[src/rtl/mpu_register_file.sv]
// Matrix register file: element-wise loads into MATRIX_REGISTERS x M x N float storage, and
// row-major streaming read-out of complete matrices with per-register validity tracking.

package global_defs;
  localparam int unsigned M                = 4;
  localparam int unsigned N                = 4;
  localparam int unsigned MBITS            = 2;
  localparam int unsigned NBITS            = 2;
  localparam int unsigned MATRIX_REGISTERS = 4;
  localparam int unsigned MATRIX_REG_BITS  = 2;

  typedef logic [31:0] float_sp;
endpackage

module mpu_register_file
  import global_defs::*;
(
  input  logic                         clk,
  input  logic                         rst,
  input  logic                         reg_load_req_in,
  input  logic [MATRIX_REG_BITS:0]     reg_load_addr_in,
  input  float_sp                      reg_load_element_in,
  input  logic [MBITS:0]               reg_i_load_loc_in,
  input  logic [NBITS:0]               reg_j_load_loc_in,
  input  logic [MBITS:0]               reg_m_load_size_in,
  input  logic [NBITS:0]               reg_n_load_size_in,
  input  logic                         load_pending_in,
  output logic                         load_ready_out,
  input  logic                         store_req_in,
  input  logic [MATRIX_REG_BITS:0]     store_addr_in,
  output float_sp                      store_element_out,
  output logic [MBITS:0]               store_i_loc_out,
  output logic [NBITS:0]               store_j_loc_out,
  output logic [MBITS:0]               store_m_size_out,
  output logic [NBITS:0]               store_n_size_out,
  output logic                         store_valid_out,
  output logic                         store_done_out,
  output logic                         store_error_out,
  output logic [MATRIX_REGISTERS-1:0]  matrix_valid_out
);

  typedef enum logic [1:0] {RF_IDLE, RF_LOAD, RF_STORE} rf_state_e;

  localparam logic [MBITS:0]           MLim    = (MBITS + 1)'(M);
  localparam logic [NBITS:0]           NLim    = (NBITS + 1)'(N);
  localparam logic [MATRIX_REG_BITS:0] AddrLim = (MATRIX_REG_BITS + 1)'(MATRIX_REGISTERS);

  rf_state_e state_q, state_d;

  float_sp                        mem_q [MATRIX_REGISTERS][M][N];
  logic [MATRIX_REGISTERS-1:0]    valid_q;
  logic [MBITS:0]                 m_dim_q [MATRIX_REGISTERS];
  logic [NBITS:0]                 n_dim_q [MATRIX_REGISTERS];
  logic [MATRIX_REG_BITS:0]       load_addr_q;
  logic [MBITS:0]                 load_m_q;
  logic [NBITS:0]                 load_n_q;
  logic [MATRIX_REG_BITS-1:0]     store_addr_q;

  float_sp                        st_elem_q;
  logic [MBITS:0]                 st_i_q, st_m_q;
  logic [NBITS:0]                 st_j_q, st_n_q;
  logic                           st_valid_q, st_done_q, st_error_q;

  logic [MATRIX_REG_BITS:0]       eff_addr;
  logic [MBITS:0]                 eff_m;
  logic [NBITS:0]                 eff_n;
  logic                           wr_ok, wr_last;
  logic                           st_accept, st_ok, st_err, stream_go;
  logic [MATRIX_REG_BITS-1:0]     rd_addr;
  logic [MBITS:0]                 rd_i, rd_m;
  logic [NBITS:0]                 rd_j, rd_n;
  float_sp                        rd_elem;
  logic                           rd_last;

  always_comb begin
    // While loading, the latched target and dimensions govern every write.
    eff_addr = (state_q == RF_LOAD) ? load_addr_q : reg_load_addr_in;
    eff_m    = (state_q == RF_LOAD) ? load_m_q    : reg_m_load_size_in;
    eff_n    = (state_q == RF_LOAD) ? load_n_q    : reg_n_load_size_in;

    wr_ok = reg_load_req_in && (state_q != RF_STORE) &&
            (eff_addr < AddrLim) && (reg_i_load_loc_in < MLim) &&
            (reg_j_load_loc_in < NLim) && (eff_m != '0) && (eff_m <= MLim) &&
            (eff_n != '0) && (eff_n <= NLim);
    wr_last = wr_ok && (reg_i_load_loc_in == eff_m - 1'b1) &&
              (reg_j_load_loc_in == eff_n - 1'b1);

    st_accept = (state_q == RF_IDLE) && store_req_in && !reg_load_req_in && !load_pending_in;
    st_ok     = st_accept && (store_addr_in < AddrLim) &&
                valid_q[store_addr_in[MATRIX_REG_BITS-1:0]];
    st_err    = st_accept && !st_ok;
    stream_go = st_ok || ((state_q == RF_STORE) && !st_done_q);

    if (state_q == RF_STORE) begin
      rd_addr = store_addr_q;
      rd_m    = st_m_q;
      rd_n    = st_n_q;
      if (st_j_q == st_n_q - 1'b1) begin
        rd_i = st_i_q + 1'b1;
        rd_j = '0;
      end else begin
        rd_i = st_i_q;
        rd_j = st_j_q + 1'b1;
      end
    end else begin
      rd_addr = store_addr_in[MATRIX_REG_BITS-1:0];
      rd_m    = m_dim_q[store_addr_in[MATRIX_REG_BITS-1:0]];
      rd_n    = n_dim_q[store_addr_in[MATRIX_REG_BITS-1:0]];
      rd_i    = '0;
      rd_j    = '0;
    end
    rd_elem = mem_q[rd_addr][rd_i[MBITS-1:0]][rd_j[NBITS-1:0]];
    rd_last = (rd_i == rd_m - 1'b1) && (rd_j == rd_n - 1'b1);

    state_d = state_q;
    unique case (state_q)
      RF_IDLE: begin
        if (wr_last)    state_d = RF_IDLE;
        else if (wr_ok) state_d = RF_LOAD;
        else if (st_ok) state_d = RF_STORE;
      end
      RF_LOAD:  if (wr_last) state_d = RF_IDLE;
      RF_STORE: if (st_done_q) state_d = RF_IDLE;
      default:  state_d = RF_IDLE;
    endcase
  end

  always_ff @(posedge clk) begin
    if (!rst) begin
      state_q      <= RF_IDLE;
      valid_q      <= '0;
      load_addr_q  <= '0;
      load_m_q     <= '0;
      load_n_q     <= '0;
      store_addr_q <= '0;
      st_elem_q    <= '0;
      st_i_q       <= '0;
      st_j_q       <= '0;
      st_m_q       <= '0;
      st_n_q       <= '0;
      st_valid_q   <= 1'b0;
      st_done_q    <= 1'b0;
      st_error_q   <= 1'b0;
      for (int k = 0; k < MATRIX_REGISTERS; k++) begin
        m_dim_q[k] <= '0;
        n_dim_q[k] <= '0;
      end
    end else begin
      state_q    <= state_d;
      st_error_q <= st_err;
      if (wr_ok && (state_q == RF_IDLE)) begin
        valid_q[eff_addr[MATRIX_REG_BITS-1:0]] <= 1'b0;
        load_addr_q <= eff_addr;
        load_m_q    <= eff_m;
        load_n_q    <= eff_n;
      end
      // Completing write wins over the clear above for a 1x1 matrix.
      if (wr_last) begin
        valid_q[eff_addr[MATRIX_REG_BITS-1:0]] <= 1'b1;
        m_dim_q[eff_addr[MATRIX_REG_BITS-1:0]] <= eff_m;
        n_dim_q[eff_addr[MATRIX_REG_BITS-1:0]] <= eff_n;
      end
      if (stream_go) begin
        if (state_q == RF_IDLE) store_addr_q <= rd_addr;
        st_elem_q  <= rd_elem;
        st_i_q     <= rd_i;
        st_j_q     <= rd_j;
        st_m_q     <= rd_m;
        st_n_q     <= rd_n;
        st_valid_q <= 1'b1;
        st_done_q  <= rd_last;
      end else begin
        st_elem_q  <= '0;
        st_i_q     <= '0;
        st_j_q     <= '0;
        st_m_q     <= '0;
        st_n_q     <= '0;
        st_valid_q <= 1'b0;
        st_done_q  <= 1'b0;
      end
    end
  end

  always_ff @(posedge clk) begin
    if (rst && wr_ok) begin
      mem_q[eff_addr[MATRIX_REG_BITS-1:0]][reg_i_load_loc_in[MBITS-1:0]]
           [reg_j_load_loc_in[NBITS-1:0]] <= reg_load_element_in;
    end
  end

  assign load_ready_out    = (state_q == RF_IDLE);
  assign store_element_out = st_elem_q;
  assign store_i_loc_out   = st_i_q;
  assign store_j_loc_out   = st_j_q;
  assign store_m_size_out  = st_m_q;
  assign store_n_size_out  = st_n_q;
  assign store_valid_out   = st_valid_q;
  assign store_done_out    = st_done_q;
  assign store_error_out   = st_error_q;
  assign matrix_valid_out  = valid_q;

endmodule

[config.mk]
export PLATFORM = sky130hd
export DESIGN_NAME = mpu_register_file
export DESIGN_NICKNAME = d
export VERILOG_FILES = /design/src/rtl/mpu_register_file.sv
export SDC_FILE = /design/constraint.sdc
export NUM_CORES = 2
export LEC_CHECK = 0
export BUFFER_PORTS_ARGS = -buffer_cell sky130_fd_sc_hd__buf_4
export CORE_MARGIN = 5
export CORE_UTILIZATION = 29
export DETAILED_ROUTE_END_ITERATION = 10
export PLACE_DENSITY = 0.48
export SLEW_MARGIN = 0
export SYNTH_ARGS = -nofsm -noshare
export SYNTH_HDL_FRONTEND = slang
export SYNTH_SLANG_ARGS = --single-unit
[constraint.sdc]
create_clock -name clk -period 5.93 [get_ports clk]
set_input_delay 0.2965 -clock clk [delete_from_list [all_inputs] [get_ports clk]]
set_output_delay 0.2965 -clock clk [all_outputs]
set_load 0.1 [all_outputs]
==> flow_summary.yaml <==
hold_path:
  hp-start: "reg_load_req_in"
  min-delay-path-class: "input port to register"
  worstHoldEndpoint: "state_q[0]"
  whs_path_depth: 6
setup_path:
  r2r_end: "store_element_out[15]"
  required_ns: 6.72
  cp_slowest_cell: "nor3_1"
  slowest_delay_ns: 1.26
  endpoint_kind: "register"
  path_class: "register to register"
  worstSetupStartpointType: "register"
  rr_worst_depth: 10
  path_cells: "nand2b_4 > a21oi_4 > buf_12 > buf_4 > buf_12 > nand2_1 > a221oi_1 > a211oi_1 > nor3_1 > a22o_1"
  path_max_fanout: 75
  cp_data_arrival_time_ns: 5.88
  r2r_setup_slack_ns: 0.84
  crit_top_cell: "buf_12"
  reg2reg_from: "state_q[1]"
cells_and_area:
  fin_nets: 6153
  area_growth_pct: 17.3
  drive_above_1_share_pct: 12.4
floorplanning:
  dieHeight_um: 547
  die_area_um2: 299000
  core_area_um2: 288000
  fp.dieW_um: 547
  start_util_pct: 29.1
  ioPinCount: 107
  std_cell_rows: 197
power:
  switching_share_pct: 22.3
  switchingPower_mw: 7.15
  power_density_nw_per_um2: 326
  pwr-share-clk_pct: 43.6
  p_comb_share_pct: 4.7
  seq_power_share_pct: 51.7
  total_leakage_power_nw: 31.8
  internal_power_mw: 24.9
  ir_worst_vdd_mv: 0.324
yosys:
  synth_edf_count: 2072
  async_flop_share_pct: 0
  yosysWarnings: 0
  synth_area_um2: 83700
  synth_cell_types: 57
  ys.flop_type: "edfxtp_1"
  syn_nets: 6023
  seq_area_frac_synth_pct: 75.9
  synthesis.instances: 5959
  ys_seq_elements: 2136
  syn_avg_cell_area_um2: 14.0
global_route:
  grt_util_met3_pct: 2.77
  use_met2_pct: 28.3
  gr-max-usage-layer: "met2"
  grt_pass1_wl_um: 383000
  grt_usage_pct: 17.3
  antenna_found_initial: 19
  met1_usage_pct: 24.3
  grt_overflow: 0
  grt_pass1_vias: 50600
  grt_max_degree: 179
route:
  drc: 0
  wirelength_um: 269000
  drt_iter0_drc: 5503
  wl_per_cell_um: 26.8
  drt_first_pass_iters: 5
  vias: 52800
  ant_nets: 0
  drt-vias-per-instance: 5.24
status:
  status: "complete, but fails checks"
  violations: "max-capacitance violations, max-slew violations"
timing:
  max_freq_ghz: 0.196
  setup_viol: 0
  max-slew-margin-rel_pct: -8.57
  drv_slew: 2
  timing.final.crit_share_pct: 85.8
  timing.hold.ws_ns: 0.0730
  fin_crit_ns: 5.09
  rsz0062_at_grt: "false"
  tightest_slew_ns: 1.62
  finalSetupTns_ns: 0
  hold_violations: 0
  finalClockSkew_ns: 0.0544
clocking:
  cts_setup_buffers: 0
  clkLatencyLatePin_ns: 0.86
  cts_root_buf: "clkbuf_16"
  cts.sinks: 2136
  cts_max_level: 4
  clkSlewWorstSetupHoldPaths_ns: 0.06
  cts_buffer_depth: 3
  cts_tree: "built"
  numCtsBuffers: 221
flow_run:
  cap_violations: 1
placement:
  place_congestion: 0.794
  dp_hpwl_um: 158000
  io_buffers: 106
worst max path at each step:
stage	slack, ns	end	startpoint	depth (start not counted)
2_1_floorplan	1.25	mem_q[0][100]	state_q[1]	11
4_1_cts	1.05	store_element_out[15]	state_q[1]	10
3_3_place_gp	1.11	store_element_out[15]	state_q[1]	10
5_1_grt	0.86	store_element_out[15]	state_q[1]	10
6_report	0.84	store_element_out[15]	state_q[1]	10
3_5_place_dp	1.09	store_element_out[15]	state_q[1]	10
logic make-up (layout without fill, tap and decap cells):
family,count (synthesis),in the layout,share of synthesized area (%)
flops,2136,2136,75.9
compound gates,1671,1671,13.2
simple gates,1561,1561,7.55
xor+xnor,22,22,0.247
buf+inv,536,857,2.53
fa+ha+maj,9,9,0.135
other cells,0,9,0
mux,24,24,0.425
synthesized netlist by cell type (all sizes together) (2+ instances only):
library cell | instances | area [µm²]
edfxtp | 2072 | 62200
nand2 | 1184 | 4440
a21oi | 771 | 3860
a211oi | 322 | 2420
clkbuf | 290 | 1090
a221oi | 193 | 1690
a22oi | 192 | 1440
buf | 172 | 753
nand3 | 136 | 681
nor2 | 135 | 507
a311oi | 125 | 1090
inv | 74 | 278
dfxtp | 64 | 1280
nor3 | 39 | 211
nor4 | 33 | 206
a22o | 30 | 263
mux2i | 15 | 175
xnor2 | 15 | 131
o21ai | 10 | 53.8
ha | 9 | 113
mux4 | 7 | 158
o211a | 7 | 70.1
a21boi | 6 | 45.0
nand2b | 6 | 37.5
xor2 | 6 | 52.6
a31oi | 5 | 31.3
and4b | 4 | 40.0
nor2b | 4 | 25.0
and3 | 3 | 18.8
nand3b | 3 | 33.8
nor3b | 3 | 22.5
or3 | 3 | 18.8
a21o | 2 | 15.0
and4 | 2 | 17.5
mux2 | 2 | 22.5
nor4b | 2 | 23.8
o22ai | 2 | 12.5
state kept, by name, indices dropped and copies added, names as in the netlist:
| signal | flops |
|---|---|
| m_dim_q | 12 |
| mem_q | 2048 |
| store_i_loc_out | 3 |
| store_addr_q | 2 |
| store_valid_out | 1 |
| store_element_out | 32 |
| store_m_size_out | 3 |
| matrix_valid_out | 4 |
| store_error_out | 1 |
| store_n_size_out | 3 |
| load_addr_q | 3 |
| load_m_q | 3 |
| store_done_out | 1 |
| load_n_q | 3 |
| state_q | 2 |
| store_j_loc_out | 3 |
| n_dim_q | 12 |
cells in the final DEF (no fill, tap or decap), types with 25 or more instances in the layout:
| cell | Yosys | final |
|---|---|---|
| a221oi_1 | 193 | 193 |
| clkinv_1 | 0 | 42 |
| a311oi_1 | 125 | 125 |
| nor2_4 | 0 | 64 |
| a21oi_1 | 771 | 769 |
| dlygate4sd3_1 | 0 | 25 |
| clkinv_2 | 0 | 48 |
| clkbuf_16 | 0 | 223 |
| nor2_1 | 135 | 70 |
| edfxtp_1 | 2072 | 2072 |
| inv_1 | 74 | 74 |
| nor3_1 | 37 | 36 |
| nand3_1 | 136 | 135 |
| a22oi_1 | 192 | 192 |
| a22o_1 | 30 | 30 |
| nand2_1 | 1184 | 1184 |
| a211oi_1 | 322 | 322 |
| buf_12 | 0 | 59 |
| buf_4 | 0 | 285 |
| dfxtp_1 | 64 | 64 |
| clkbuf_1 | 290 | 48 |
layout make-up:
cell class                      count  area (µm²)
Fill cell                       27700      190000
Sequential cell                  2136       63500
Multi-Input combinational cell   3287       18800
Clock buffer                      276        5830
Tap cell                         3781        4730
Timing Repair Buffer              369        3570
Clock inverter                    138        1430
Inverter                           74         278
Antenna cell                        9        22.5
power groups by stage:
stage          Clock [mW]  Sequential, mW  Combinational [mW]
4_1_cts              14.3            16.6                1.52
3_5_place_dp            0            16.9                1.51
2_1_floorplan           0            16.9               0.680
6_report             14.0            16.6                1.51
5_1_grt              14.9            16.5                1.61
3_3_place_gp            0            16.9                1.50
metal layers:
layer / vias up / share of wire, %
met2: 1850 / 48
met4: 0 / 2.4
met3: 319 / 6.2
met1: 27300 / 44
li1: 23300 / -
met5: - / 0
per-stage QoR:
step           setup WS, ns  instances  power (mW)  instance area, µm²  utilization (%)
2_1_floorplan          1.25       5959        17.6               83700                -
3_3_place_gp           1.11       9622        18.4               90600             31.5
3_5_place_dp           1.09       9622        18.4               90600             31.5
4_1_cts                1.05      10100        32.3               98100             34.1
5_1_grt               0.858      10100        33.1               98100             34.1
6_report              0.840      10100        32.0               98100             34.1
critical path: cells and delay by family (launching register included):
family | cells | cell delay [ns]
flip-flops | 1 | 0.54
AND/OR/NAND/NOR | 3 | 1.70
AO/OA/AOI/OAI | 4 | 1.71
buffers and inverters | 3 | 0.93
timing repair:
item / in CTS / in global routing
hold buffers: 25 / 0
setup endpoints to repair: 0 / 0
gates resized for setup: 0 / 0
hold endpoints to repair: 222 / 0
Note: power is estimated with default switching activity, not from simulation.
